$ cat config.mk
export PLATFORM = sky130hd
export DESIGN_NAME = mem_sp_be_init
export DESIGN_NICKNAME = d
export VERILOG_FILES = /design/src/rtl/mem_pkg.sv /design/src/rtl/mem_rd_pipe.sv /design/src/rtl/mem_sp_be_init.sv
export SDC_FILE = /design/constraint.sdc
export NUM_CORES = 1
export LEC_CHECK = 0
export CAP_MARGIN = 20
export CORE_MARGIN = 3
export CORE_UTILIZATION = 65
export CTS_CLUSTER_SIZE = 24
export DETAILED_ROUTE_END_ITERATION = 10
export GPL_ROUTABILITY_DRIVEN = 0
export PLACE_DENSITY_LB_ADDON = 0.08
export SLEW_MARGIN = 10
export SYNTH_ARGS = -nofsm -noshare
export SYNTH_HDL_FRONTEND = slang
export SYNTH_SLANG_ARGS = --single-unit
$ cat constraint.sdc
create_clock -name clk_i -period 5.85 [get_ports clk_i]
set_input_delay 1.17 -clock clk_i [delete_from_list [all_inputs] [get_ports clk_i]]
set_output_delay 1.17 -clock clk_i [all_outputs]
set_load 0.005 [all_outputs]
$ cat src/rtl/mem_pkg.sv
// Shared types and helpers for the single-port byte-enable memory with init engine.
package mem_pkg;

  typedef enum logic [1:0] {
    ST_RESET = 2'd0,
    ST_INIT  = 2'd1,
    ST_IDLE  = 2'd2
  } state_e;

  localparam int RD_LAT_MIN = 1;
  localparam int RD_LAT_MAX = 2;

  function automatic bit rd_lat_legal(input int lat);
    return (lat >= RD_LAT_MIN) && (lat <= RD_LAT_MAX);
  endfunction

  function automatic int byte_count(input int width);
    return width / 8;
  endfunction

endpackage

$ cat src/rtl/mem_rd_pipe.sv
// RD_LAT-deep shift register carrying read valid/data/err from the accept edge to the outputs.
module mem_rd_pipe #(
  parameter int WIDTH  = 16,
  parameter int RD_LAT = 1
) (
  input  logic             clk_i,
  input  logic             rst_i,
  input  logic             in_valid_i,
  input  logic [WIDTH-1:0] in_data_i,
  input  logic             in_err_i,
  output logic             out_valid_o,
  output logic [WIDTH-1:0] out_data_o,
  output logic             out_err_o
);

  logic [RD_LAT-1:0]            valid_q, valid_d;
  logic [RD_LAT-1:0]            err_q, err_d;
  logic [RD_LAT-1:0][WIDTH-1:0] data_q, data_d;

  // Data is zeroed on empty slots so rdata_o reads 0 whenever rvalid_o is low.
  always_comb begin
    valid_d    = '0;
    err_d      = '0;
    data_d     = '0;
    valid_d[0] = in_valid_i;
    err_d[0]   = in_valid_i & in_err_i;
    data_d[0]  = in_valid_i ? in_data_i : '0;
    for (int i = 1; i < RD_LAT; i++) begin
      valid_d[i] = valid_q[i-1];
      err_d[i]   = err_q[i-1];
      data_d[i]  = data_q[i-1];
    end
  end

  always_ff @(posedge clk_i or negedge rst_i) begin
    if (!rst_i) begin
      valid_q <= '0;
      err_q   <= '0;
      data_q  <= '0;
    end else begin
      valid_q <= valid_d;
      err_q   <= err_d;
      data_q  <= data_d;
    end
  end

  assign out_valid_o = valid_q[RD_LAT-1];
  assign out_err_o   = err_q[RD_LAT-1];
  assign out_data_o  = data_q[RD_LAT-1];

endmodule

$ cat src/rtl/mem_sp_be_init.sv
// Single-port synchronous memory with byte strobes, pipelined reads, range errors
// and a sweep engine that fills the array with INIT_VAL.
module mem_sp_be_init
  import mem_pkg::*;
#(
  parameter int               WIDTH       = 16,
  parameter int               DEPTH       = 64,
  parameter int               ADDR_WIDTH  = $clog2(DEPTH),
  parameter int               RD_LAT      = 1,
  parameter logic [WIDTH-1:0] INIT_VAL    = '0,
  parameter bit               INIT_ON_RST = 1'b1
) (
  input  logic                     clk_i,
  input  logic                     rst_i,
  input  logic                     valid_i,
  input  logic                     wr_rd_i,
  input  logic [ADDR_WIDTH-1:0]    addr_i,
  input  logic [WIDTH-1:0]         wdata_i,
  input  logic [WIDTH/8-1:0]       wstrb_i,
  output logic                     ready_o,
  output logic [WIDTH-1:0]         rdata_o,
  output logic                     rvalid_o,
  output logic                     err_o,
  input  logic                     init_i,
  output logic                     busy_o,
  output state_e                   dbg_state_o
);

  localparam int NBYTES = byte_count(WIDTH);
  localparam logic [ADDR_WIDTH-1:0] LAST_ADDR = ADDR_WIDTH'(DEPTH - 1);

  if (!rd_lat_legal(RD_LAT)) begin : g_bad_rd_lat
    $error("mem_sp_be_init: RD_LAT must be 1 or 2");
  end
  if ((WIDTH % 8) != 0) begin : g_bad_width
    $error("mem_sp_be_init: WIDTH must be a multiple of 8");
  end

  logic [WIDTH-1:0] mem [0:DEPTH-1];

  state_e                state_q, state_d;
  logic [ADDR_WIDTH-1:0] cnt_q, cnt_d;
  logic                  wr_err_q, wr_err_d;
  logic                  init_we;
  logic                  in_range;
  logic                  accept;
  logic                  wr_fire;
  logic                  rd_fire;
  logic [WIDTH-1:0]      rd_data;
  logic                  pipe_err;

  // Addresses can only exceed DEPTH when DEPTH is not a power of two.
  if (DEPTH == (1 << ADDR_WIDTH)) begin : g_full_range
    assign in_range = 1'b1;
  end else begin : g_part_range
    assign in_range = (addr_i < ADDR_WIDTH'(DEPTH));
  end

  // Handshake: a request transfers on a rising edge where valid_i && ready_o;
  // ready_o is high only in IDLE and drops combinationally while init_i is high.
  assign accept  = valid_i && ready_o;
  assign wr_fire = accept && wr_rd_i && in_range;
  assign rd_fire = accept && !wr_rd_i;

  always_comb begin
    state_d = state_q;
    cnt_d   = cnt_q;
    busy_o  = 1'b0;
    ready_o = 1'b0;
    init_we = 1'b0;
    unique case (state_q)
      ST_RESET: begin
        state_d = INIT_ON_RST ? ST_INIT : ST_IDLE;
        cnt_d   = '0;
      end
      ST_INIT: begin
        busy_o  = 1'b1;
        init_we = 1'b1;
        if (cnt_q == LAST_ADDR) begin
          state_d = ST_IDLE;
          cnt_d   = '0;
        end else begin
          cnt_d = cnt_q + ADDR_WIDTH'(1);
        end
      end
      ST_IDLE: begin
        ready_o = !init_i;
        if (init_i) begin
          state_d = ST_INIT;
          cnt_d   = '0;
        end
      end
      default: state_d = ST_RESET;
    endcase
  end

  always_comb begin
    wr_err_d = accept && wr_rd_i && !in_range;
    rd_data  = '0;
    if (in_range) begin
      rd_data = mem[addr_i];
    end
  end

  always_ff @(posedge clk_i or negedge rst_i) begin
    if (!rst_i) begin
      state_q  <= ST_RESET;
      cnt_q    <= '0;
      wr_err_q <= 1'b0;
    end else begin
      state_q  <= state_d;
      cnt_q    <= cnt_d;
      wr_err_q <= wr_err_d;
    end
  end

  // The array has no reset so a backdoor preload survives reset when INIT_ON_RST=0.
  always_ff @(posedge clk_i) begin
    if (init_we) begin
      mem[cnt_q] <= INIT_VAL;
    end else if (wr_fire) begin
      for (int k = 0; k < NBYTES; k++) begin
        if (wstrb_i[k]) begin
          mem[addr_i][k*8 +: 8] <= wdata_i[k*8 +: 8];
        end
      end
    end
  end

  mem_rd_pipe #(
    .WIDTH  (WIDTH),
    .RD_LAT (RD_LAT)
  ) u_rd_pipe (
    .clk_i       (clk_i),
    .rst_i       (rst_i),
    .in_valid_i  (rd_fire),
    .in_data_i   (rd_data),
    .in_err_i    (!in_range),
    .out_valid_o (rvalid_o),
    .out_data_o  (rdata_o),
    .out_err_o   (pipe_err)
  );

  assign err_o       = wr_err_q | pipe_err;
  assign dbg_state_o = state_q;

endmodule

== After elaboration in Yosys (flattened, before gate mapping) ==
Memories as Yosys holds them, arrays and structs flattened.
Cells that the tools add are included.

* Add/subtract/negate cells: 1
* Reductions and logical operators: 10
* Equal/unequal tests: 5
* Multiplexer cells: 22

{| class="wikitable"
|+ Operators with widths
! operator !! count
|-
| 16-bit two-way mux || 2
|-
| 6-bit two-way mux || 3
|-
| 6-bit one-hot mux with 3 select lines || 1
|-
| 16-bit OR reduction || 1
|-
| 1-bit two-way mux || 12
|-
| 6-bit by 1-bit adder with 6-bit output, second input constant || 1
|-
| 6-bit equality test, second input constant || 1
|-
| 2-bit two-way mux || 3
|-
| 2-bit one-hot mux with 3 select lines || 1
|-
| 2-bit inequality test, second input constant || 2
|-
| 2-bit AND reduction || 2
|-
| 1-bit logical AND || 3
|-
| 3-bit nonzero test || 1
|-
| 2-bit by 1-bit equality test with 1-bit output, second input constant || 1
|-
| 2-bit equality test, second input constant || 1
|-
| 1-bit logical NOT || 2
|-
| 2-bit logical NOT || 1
|}

* Bits in writable memories: 1024
* Memories: 1
* Input port bits: 29
* Word-level logic and storage cells: 43
* Output and inout port bits: 22
* Bits in registers: 25

{| class="wikitable"
|+ Memories
! memory !! words !! width !! read ports !! clocked after memory_dff !! write ports !! RTL line !! source
|-
| mem || 64 || 16 || 1 || 0 || 1 || mem_sp_be_init.sv:39 || <nowiki>logic [WIDTH-1:0] mem [0:DEPTH-1];</nowiki>
|}

== Logic depth before layout (Yosys ltp) ==
Gate-level depths: netlist of run 1.

* Depth in word-level cells: 9
* Gate-level depth with buffers: 10
* Gate-level depth less buffers: 6

== By module ==
From an unflattened synthesis of run 1, not the netlist that was laid out.

* Cell total of the unflattened synthesis: 1966
* Area, all modules: 41073.1 µm²

{| class="wikitable"
|+ By module, submodules not included
! module !! times used !! cells each !! seq. area each (µm²) !! area each (µm²)
|-
| mem_sp_be_init || 1 || 1930 || 30949.7 || 40488.8
|-
| mem_rd_pipe || 1 || 36 || 450.4 || 584.3
|}

== Worst setup path before layout of run 1 ==
OpenSTA, ideal clock, no wires.

* Kind: input port to flip-flop
* From: input init_i
* To: memory mem[0][10], data pin
* Data required time: 5.483 ns
* Buffers on the path: 4
* Arrival: 3.276 ns
* Setup time: 0.367 ns
* Cell stages on the path: 7
* Path slack: 2.207 ns
* Cell sequence: nand2b_1 buf_2 a2111oi_4 buf_6 buf_2 clkbuf_1 and2_1

* Cells in the longest elaborated chain, start to end: 9
* Elaborated cells on any way between the ends: 12
* Those cells by class: mux: 8; reduce/logical: 4

{| class="wikitable"
|+ Ends and longest elaborated chain
! item !! RTL line !! source
|-
| start, declared || mem_sp_be_init.sv:24 || <nowiki>input logic init_i,</nowiki>
|-
| 1-bit logical NOT (*) || mem_sp_be_init.sv:87 || <nowiki>ready_o = !init_i;</nowiki>
|-
| 1-bit two-way mux (*) || mem_sp_be_init.sv:71 || <nowiki>unique case (state_q)</nowiki>
|-
| 1-bit logical AND (*) || mem_sp_be_init.sv:61 || <nowiki>assign accept = valid_i && ready_o;</nowiki>
|-
| 1-bit logical AND (*) || n/a ||
|-
| 1-bit two-way mux || mem_sp_be_init.sv:121 || <nowiki>end else if (wr_fire) begin</nowiki>
|-
| 1-bit two-way mux || mem_sp_be_init.sv:119 || <nowiki>if (init_we) begin</nowiki>
|-
| 1-bit two-way mux (not written as such) || mem_sp_be_init.sv:124 || <nowiki>mem[addr_i][k*8 +: 8] <= wdata_i[k*8 +: 8];</nowiki>
|-
| 16-bit OR reduction (no line) (*) || n/a ||
|-
| 16-bit two-way mux (no line) (*) || n/a ||
|-
| end, declared || mem_sp_be_init.sv:39 ||
|}

Mark *: on every way between the ends. The rest lies on a longest branch, timed or not.

== Worst setup path in the final report of run 1 ==
* From: input init_i
* To: memory mem[32][5], enable pin

* Cells in the longest elaborated chain, start to end: 9
* Elaborated cells on any way between the ends: 13
* Those cells by class: mux: 9; reduce/logical: 4

{| class="wikitable"
|+ Ends and longest elaborated chain
! item !! RTL line
|-
| 1-bit logical NOT (*) || mem_sp_be_init.sv:87
|-
| 1-bit two-way mux (*) || mem_sp_be_init.sv:71
|-
| 1-bit logical AND (*) || mem_sp_be_init.sv:61
|-
| 1-bit logical AND (*) || n/a
|-
| 1-bit two-way mux || mem_sp_be_init.sv:121
|-
| 1-bit two-way mux || mem_sp_be_init.sv:119
|-
| 1-bit two-way mux (not written as such) || mem_sp_be_init.sv:124
|-
| 16-bit OR reduction (no line) || n/a
|-
| 6-bit two-way mux (no line) / 2-bit two-way mux (equally long branches) || n/a
|}

Marks and branches as above.

==> results of run 1 <==
[area by class of cell]
class / count / area, um2
antenna: 3 / 7.51
clock buffer: 122 / 2720
clock inverter: 62 / 684
fill: 3522 / 15900
inverter: 6 / 22.5
multi-input combinational: 868 / 9040
sequential: 1049 / 31400
tap: 837 / 1050
timing repair buffer: 148 / 1340
[flip-flops by register name, summed over array words and instances (netlist names)]
signal and count:
mem 1024, cnt_q 6, dbg_state_o 2, u_rd_pipe.out_data_o 16
u_rd_pipe.out_valid_o 1
[worst max-delay path: stages]
cell	delay [ns]
sky130_fd_sc_hd__clkdlybuf4s50_1	0.45
sky130_fd_sc_hd__nand2b_1	0.32
sky130_fd_sc_hd__a2111oi_4	0.41
sky130_fd_sc_hd__buf_4	0.31
sky130_fd_sc_hd__mux2i_1	0.73
sky130_fd_sc_hd__nand2_1	0.45
sky130_fd_sc_hd__nor2_1	0.83
[kinds of logic (layout without fill, tap and decap cells)]
group	count (synthesis)	count (layout)	synth area share
flip-flops	1049	1049	0.761
AND/OR/NAND/NOR	337	337	0.0399
multiplexers	333	333	0.143
AO/OA/AOI/OAI	196	196	0.0345
buffers and inverters	117	338	0.0209
adder cells (fa/ha/maj)	1	1	0.000303
other	1	4	0.0000910
[synthesized netlist by cell type, drive strengths merged (2+ instances only)]
| library cell | count |
|---|---|
| nand2 | 55 |
| a221oi | 7 |
| or3 | 3 |
| a22oi | 40 |
| nand2b | 14 |
| nand3 | 19 |
| and2 | 19 |
| a2111oi | 2 |
| o2111ai | 3 |
| nor4bb | 2 |
| nand3b | 4 |
| or3b | 4 |
| a21oi | 4 |
| a32o | 3 |
| nor3 | 10 |
| mux4 | 194 |
| clkbuf | 35 |
| a32oi | 4 |
| nand4 | 17 |
| nand4b | 2 |
| edfxtp | 1024 |
| o22ai | 66 |
| a211oi | 4 |
| or2 | 6 |
| or4 | 8 |
| a22o | 8 |
| inv | 6 |
| nor2b | 10 |
| o31ai | 13 |
| a21o | 4 |
| o22a | 16 |
| mux2 | 8 |
| mux2i | 131 |
| dfrtp | 25 |
| buf | 76 |
| o21ai | 16 |
| nor4b | 2 |
| nor2 | 155 |
[worst paths after layout]
kind                                 from                  endpoint  slack (ns)  cells past startpoint
max                                init_i                mem[32][5]        1.44                      7
min                              cnt_q[5]                  cnt_q[5]        0.62                      1
max reg2reg                dbg_state_o[1]                mem[32][5]        1.77                      6
min reg2reg                      cnt_q[5]                  cnt_q[5]        0.62                      1
max in group asynchronous           rst_i  u_rd_pipe.out_data_o[15]        4.62                      1
min in group asynchronous           rst_i   u_rd_pipe.out_data_o[4]        0.65                      1
[report_power, final]
group	switching, mW	internal [mW]	total [mW]
logic	0.198	0.114	0.312
registers	0	8.12	8.12
clock network	2.76	3.92	6.68
total	2.95	12.2	15.1
[routing by layer]
layer	global-route usage	vias up	wire length, um
met5	0	-	0
met4	0.106	0	3810
met3	0.0888	252	14500
met2	0.476	1764	47600
met1	0.486	10900	39300
li1	-	8711	-
[per-stage QoR]
stage	area, um2	power [mW]
after detailed placement	42800	8.58
after CTS	46200	15.1
after floorplan	41200	8.50
final	46200	15.1
after global routing	46200	15.5
after global placement	42800	8.58
==> Flow_metrics.wiki, run 1 <==
{| class="wikitable"
! Metric !! Value
|-
| Result of the run || finished, final reports clean
|-
| Tot GR Track Use || 0.324
|-
| Achievable clock frequency || 227 MHz
|-
| I/O pin count || 51
|-
| Setup repair after global routing missed its margin || false
|-
| Total vias in the final route || 21,600
|-
| Half-perimeter wire length after detailed placement || 64,900 um
|-
| DR WL/cell || 34.0 um
|-
| Final setup slack of the worst path || 1.44 ns
|-
| Total of cells resized after clock tree synthesis || 0
|-
| Max FO, Critical Path || 12
|-
| Vias in the first global route || 21,500
|-
| Required time at the worst-slack endpoint || 6.12 ns
|-
| Maximum ir drop on the vdd rail || 277 uV
|-
| Netlist Area Pre-Place || 41,200 um2
|-
| Number of library cell types mapped by synthesis || 65
|-
| Layout Nets || 2,203
|-
| Y dimension of the die || 258 um
|-
| Placeable core region || 62,200 um2
|-
| Share of the core filled with cells || 0.744
|-
| Fraction of registers with async set/reset || 0.0238
|-
| Max-cap violations || 0
|-
| First-pass GRT wire length || 153,000 um
|-
| Average cell area after synthesis || 20.3 um2
|-
| Post-placement worst setup slack || 1.05 ns
|-
| Clock buffer depth || 3
|-
| Commonest non-fill, non-tap cell in the layout || sky130_fd_sc_hd__edfxtp_1
|-
| Clock latency of the later-clocked register in the worst-skew pair || 0.65 ns
|-
| Die width || 258 um
|-
| Count of mapped cells out of synthesis || 2,034
|-
| Detailed Route Iter0 Violations || 3,240
|-
| Final hold violation count || 0
|-
| Share of synthesized area occupied by flip-flops and latches || 0.761
|-
| Aggregate negative setup slack || 0 ns
|-
| Clock Tree Root || sky130_fd_sc_hd__clkbuf_16
|-
| Post-route insts no fill || 3,095
|-
| Sinks on Clock Net || 1,049
|-
| Post-synthesis sequential element count || 1,049
|-
| Largest cells by area after synthesis || sky130_fd_sc_hd__edfxtp_1 75%, sky130_fd_sc_hd__mux4_2 8.7%, sky130_fd_sc_hd__mux2i_1 3.2%, sky130_fd_sc_hd__mux4_1 2.2%, sky130_fd_sc_hd__dfrtp_1 1.5%
|-
| Startpoint kind of the worst setup timing path || input port
|-
| Final period util || 0.753
|-
| Largest net degree at the start of global routing || 89
|-
| Clk_skew || 0.0241 ns
|-
| CTS H-tree lvls || 3
|-
| Primary FF master, synth || sky130_fd_sc_hd__edfxtp_1
|-
| Initial Util || 0.663
|-
| Post-synth EDFFs || 1,024
|-
| Area enclosed by the die boundary || 66,500 um2
|-
| Most used cells in the layout excluding fill and tap cells || 1,024 x sky130_fd_sc_hd__edfxtp_1, 159 x sky130_fd_sc_hd__mux4_2, 155 x sky130_fd_sc_hd__nor2_1
|-
| Arrival @ worst endpoint || 4.68 ns
|-
| Library cell occupying the most area in the post-synthesis netlist || sky130_fd_sc_hd__edfxtp_1
|-
| Vias/cell || 6.99
|-
| Number of buffers inserted during clock tree synthesis || 100
|-
| Number of warnings reported in the yosys synthesis log || 0
|-
| Synthesized net count || 2,064
|-
| Area growth from synthesis to layout || 12.2%
|-
| Clock tree from TritonCTS || built
|-
| DRT Pass-1 Iters || 6
|-
| Layout cells sized above 1 || 0.205
|-
| Post-route DRC || 0
|-
| Path class of the lowest-slack min-delay path || reg -> reg
|-
| Grt total ovfl || 0
|-
| Headroom to the max-slew limit || 0.272
|-
| Total of endpoints with negative setup slack in the final report || 0
|-
| Actual transition at the worst max-transition pin || 1.09 ns
|-
| Count of hold buffers inserted by post-cts repair || 0
|-
| Number of placement rows || 91
|-
| Proportion of netlist area held by the largest area contributor || 0.746
|-
| IO buf count || 49
|-
| Final Hold Slack || 0.621 ns
|-
| Critical path type || in -> reg
|-
| Post-CTS repair timing setup buffer count || 0
|-
| Final critical delay including setup and external delays || 4.41 ns
|-
| Number of antenna violations at the first check in global routing || 1
|-
| Drt total wl || 105,000 um
|-
| Cells after DPL || 2,906
|-
| Clock Pin Slew Worst Setup and Hold Paths || 0.06 ns
|-
| Leak Pwr || 12.4 nW
|-
| Crit end category || register
|-
| Max-slew violations || 0
|-
| Post-DRT Antenna Nets || 0
|-
| P per Cell Area || 327 nW/um2
|}
(Power assumes the default switching activity.)
==> inputs of run 2 (changes only) <==
--- a/config.mk
+++ b/config.mk
@@ -7,7 +7,7 @@
 export LEC_CHECK = 0
 export CAP_MARGIN = 20
 export CORE_MARGIN = 3
-export CORE_UTILIZATION = 65
+export CORE_UTILIZATION = 62
 export CTS_CLUSTER_SIZE = 24
 export DETAILED_ROUTE_END_ITERATION = 10
 export GPL_ROUTABILITY_DRIVEN = 0
==> constraint.sdc (replaced) <==
create_clock -name clk_i -period 4.2 [get_ports clk_i]
set_input_delay 0.84 -clock clk_i [delete_from_list [all_inputs] [get_ports clk_i]]
set_output_delay 0.84 -clock clk_i [all_outputs]
set_load 0.005 [all_outputs]
==> Flow_metrics.wiki, run 2 (synthesized netlist as in run 1, its figures left out) <==
{| class="wikitable"
! Metric !! Value
|-
| Result of the run || finished, final reports clean
|-
| Count of hold buffers inserted by post-cts repair || 0 (unchanged)
|-
| Post-CTS repair timing setup buffer count || 0 (unchanged)
|-
| Max-cap violations || 0 (unchanged)
|-
| Internal power contribution || 16.7 mW (+37%)
|-
| Family with the most delay on the worst path || buffers and inverters
|-
| Total of endpoints with negative setup slack in the final report || 0 (unchanged)
|-
| Sequential cell area in the final layout || 31,400 um2 (unchanged)
|-
| Longest individual stage delay on the worst path || 0.59 ns (-0.24 ns)
|-
| Layout cells sized above 1 || 0.264 (+0.0583)
|-
| Tot GR Track Use || 0.303 (-0.0210)
|-
| Sinks on Clock Net || 1,049 (unchanged)
|-
| Die width || 264 um (+2.3%)
|-
| Initial Util || 0.633 (-0.0305)
|-
| Total vias in the final route || 22,000 (+1.7%)
|-
| Final hold violation count || 0 (unchanged)
|-
| Area enclosed by the die boundary || 69,600 um2 (+4.7%)
|-
| Actual transition at the worst max-transition pin || 0.997 ns (-0.0911 ns)
|-
| Final period util || 0.810
|-
| Area growth from synthesis to layout || 15.7%
|-
| Area of the multi-input gates || 9050 um2 (about the same)
|-
| Vias in the first global route || 21,900 (+1.9%)
|-
| Buf/Inv on CP || 2 (unchanged)
|-
| Clk_skew || 0.0253 ns (+0.00119 ns)
|-
| First-pass GRT wire length || 152,000 um (-1.0%)
|-
| Grt total ovfl || 0 (unchanged)
|-
| Post-DP Area || 44,400 um2 (+3.7%)
|-
| Number of placement rows || 93 (+2.2%)
|-
| Crit end category || output pin
|-
| Clock Pin Slew Worst Setup and Hold Paths || 0.06 ns (about the same)
|-
| P per Cell Area || 435 nW/um2 (+33%)
|-
| Post-DRT Antenna Nets || 0 (unchanged)
|-
| Required time at the worst-slack endpoint || 3.36 ns (-2.76 ns)
|-
| Aggregate negative setup slack || 0 ns (unchanged)
|-
| Fraction of power consumed by combinational cells || 0.022 (about the same)
|-
| Headroom to the max-slew limit || 0.335 (+0.0634)
|-
| Sw power || 4.06 mW (+38%)
|-
| DRT Pass-1 Iters || 6 (unchanged)
|-
| Top register by number of flip-flops || mem
|-
| Post-Layout Inst Area || 47,700 um2 (+3.1%)
|-
| IO buf count || 49 (unchanged)
|-
| Switching Share || 0.196 (+0.000323)
|-
| Commonest non-fill, non-tap cell in the layout || sky130_fd_sc_hd__edfxtp_1
|-
| Detailed Route Iter0 Violations || 2,859 (-12%)
|-
| CTS H-tree lvls || 3 (unchanged)
|-
| Largest net degree at the start of global routing || 65 (-27%)
|-
| Most used cells in the layout excluding fill and tap cells || 1,024 x sky130_fd_sc_hd__edfxtp_1, 254 x sky130_fd_sc_hd__buf_4, 159 x sky130_fd_sc_hd__mux4_2
|-
| Clock latency of the later-clocked register in the worst-skew pair || 0.65 ns (about the same)
|-
| Max FO, Critical Path || 13 (+1)
|-
| I/O pin count || 51 (unchanged)
|-
| Y dimension of the die || 264 um (+2.3%)
|-
| Count of fill cells added during filler insertion || 3,802 (+8.0%)
|-
| Leak Pwr || 13.3 nW (+7.4%)
|-
| Clock group share of total power || 0.432 (-0.010)
|-
| Arrival @ worst endpoint || 2.56 ns (-2.12 ns)
|-
| Clock Tree Root || sky130_fd_sc_hd__clkbuf_16
|-
| Max-slew violations || 0 (unchanged)
|-
| Final critical delay including setup and external delays || 3.40 ns
|-
| Critical path type || reg -> out
|-
| Achievable clock frequency || 294 MHz
|-
| Number of antenna violations at the first check in global routing || 1 (unchanged)
|-
| Startpoint kind of the worst setup timing path || register
|-
| Half-perimeter wire length after detailed placement || 66,900 um (+3.2%)
|-
| Placeable core region || 65,200 um2 (+4.8%)
|-
| Layout Nets || 2,384 (+8.2%)
|-
| Maximum ir drop on the vdd rail || 482 uV (+74%)
|-
| Path class of the lowest-slack min-delay path || in -> async
|-
| Flip-flop count of the largest register, all copies and words added || 1,024 (unchanged)
|-
| Clock tree from TritonCTS || built
|-
| Crit-path slowest cell || sky130_fd_sc_hd__clkdlybuf4s50_1
|-
| Worst-path cell chain || nand2b_1 > inv_1 > clkdlybuf4s50_1
|-
| Vias/cell || 6.67 (-4.5%)
|-
| Number of buffers inserted during clock tree synthesis || 102 (+2.0%)
|-
| Fraction of power consumed by sequential logic || 0.545 (+0.008)
|-
| Drt total wl || 104,000 um (-1.0%)
|-
| Post-route DRC || 0 (unchanged)
|-
| Clock buffer depth || 3 (unchanged)
|-
| Setup repair after global routing missed its margin || false
|-
| Total of cells resized after clock tree synthesis || 0 (unchanged)
|-
| DR WL/cell || 31.6 um (-7.0%)
|}
-- run 2: changes by cell type in the layout (fill, tap and decap cells not counted), moves of 2 or more --
cell and delta:
sky130_fd_sc_hd__clkinv_4 -2, sky130_fd_sc_hd__clkinv_1 -4, sky130_fd_sc_hd__bufinv_16 -7, sky130_fd_sc_hd__clkinv_2 +6, sky130_fd_sc_hd__clkbuf_8 +3, sky130_fd_sc_hd__clkinvlp_4 -4
sky130_fd_sc_hd__buf_12 +16, sky130_fd_sc_hd__buf_4 +165, sky130_fd_sc_hd__clkbuf_16 +2, sky130_fd_sc_hd__diode_2 -2, sky130_fd_sc_hd__clkbuf_1 +10
-- run 2: power groups by stage --
stage / registers [mW] / logic [mW] / clock network [mW]
after floorplan: 11.5 / 0.313 / 0
after global placement: 11.5 / 0.457 / 0
after detailed placement: 11.5 / 0.461 / 0
after CTS: 11.3 / 0.463 / 9.06
after global routing: 11.3 / 0.481 / 9.48
final: 11.3 / 0.466 / 8.97
-- run 2: cell type report --
cell class / instances / share of cell area
Multi-Input combinational cell: 868 / 0.190
Clock inverter: 52 / 0.00950
Timing Repair Buffer: 327 / 0.0604
Clock buffer: 137 / 0.0597
Tap cell: 855 / 0.0224
Inverter: 6 / 0.000472
Antenna cell: 1 / 0.0000525
Sequential cell: 1049 / 0.658
-- run 2: routing by layer --
layer / GRT usage / vias to the layer above / wire length, um
met5: 0 / - / 0
met4: 0.0926 / 0 / 3290
met3: 0.0849 / 198 / 12700
met2: 0.450 / 1354 / 47500
met1: 0.450 / 11400 / 40600
li1: - / 9048 / -
-- run 2: metrics by stage --
stage,hold WS (ns),total power [mW],worst slack [ns],instances,utilization
after floorplan,0.526,11.8,0.887,2034,-
after global placement,0.576,12.0,0.505,3105,0.681
after detailed placement,0.592,12.0,0.400,3105,0.681
after CTS,0.347,20.8,0.833,3294,0.732
after global routing,0.364,21.3,0.745,3294,0.732
final,0.363,20.7,0.798,3295,0.732
-- run 2: worst paths after layout --
kind / from / to / slack (ns) / depth (start not counted)
worst max register to register: dbg_state_o[1] / mem[8][0] / 1.05 / 6
worst max-delay path: dbg_state_o[1] / busy_o / 0.80 / 3
worst min-delay path: rst_i / u_rd_pipe.out_data_o[11] / 0.36 / 1
min in group clk_i: cnt_q[5] / cnt_q[5] / 0.62 / 1
worst min register to register: cnt_q[5] / cnt_q[5] / 0.62 / 1
max in group asynchronous: rst_i / dbg_state_o[0] / 3.20 / 1
-- run 2: worst register-to-register path, stage by stage, from the launching register on --
cell,delay [ns]
sky130_fd_sc_hd__dfrtp_1,0.64
sky130_fd_sc_hd__nand2b_1,0.20
sky130_fd_sc_hd__buf_4,0.20
sky130_fd_sc_hd__or4_1,0.55
sky130_fd_sc_hd__nor2_1,0.15
sky130_fd_sc_hd__o21bai_2,0.21
sky130_fd_sc_hd__nor2_1,0.82
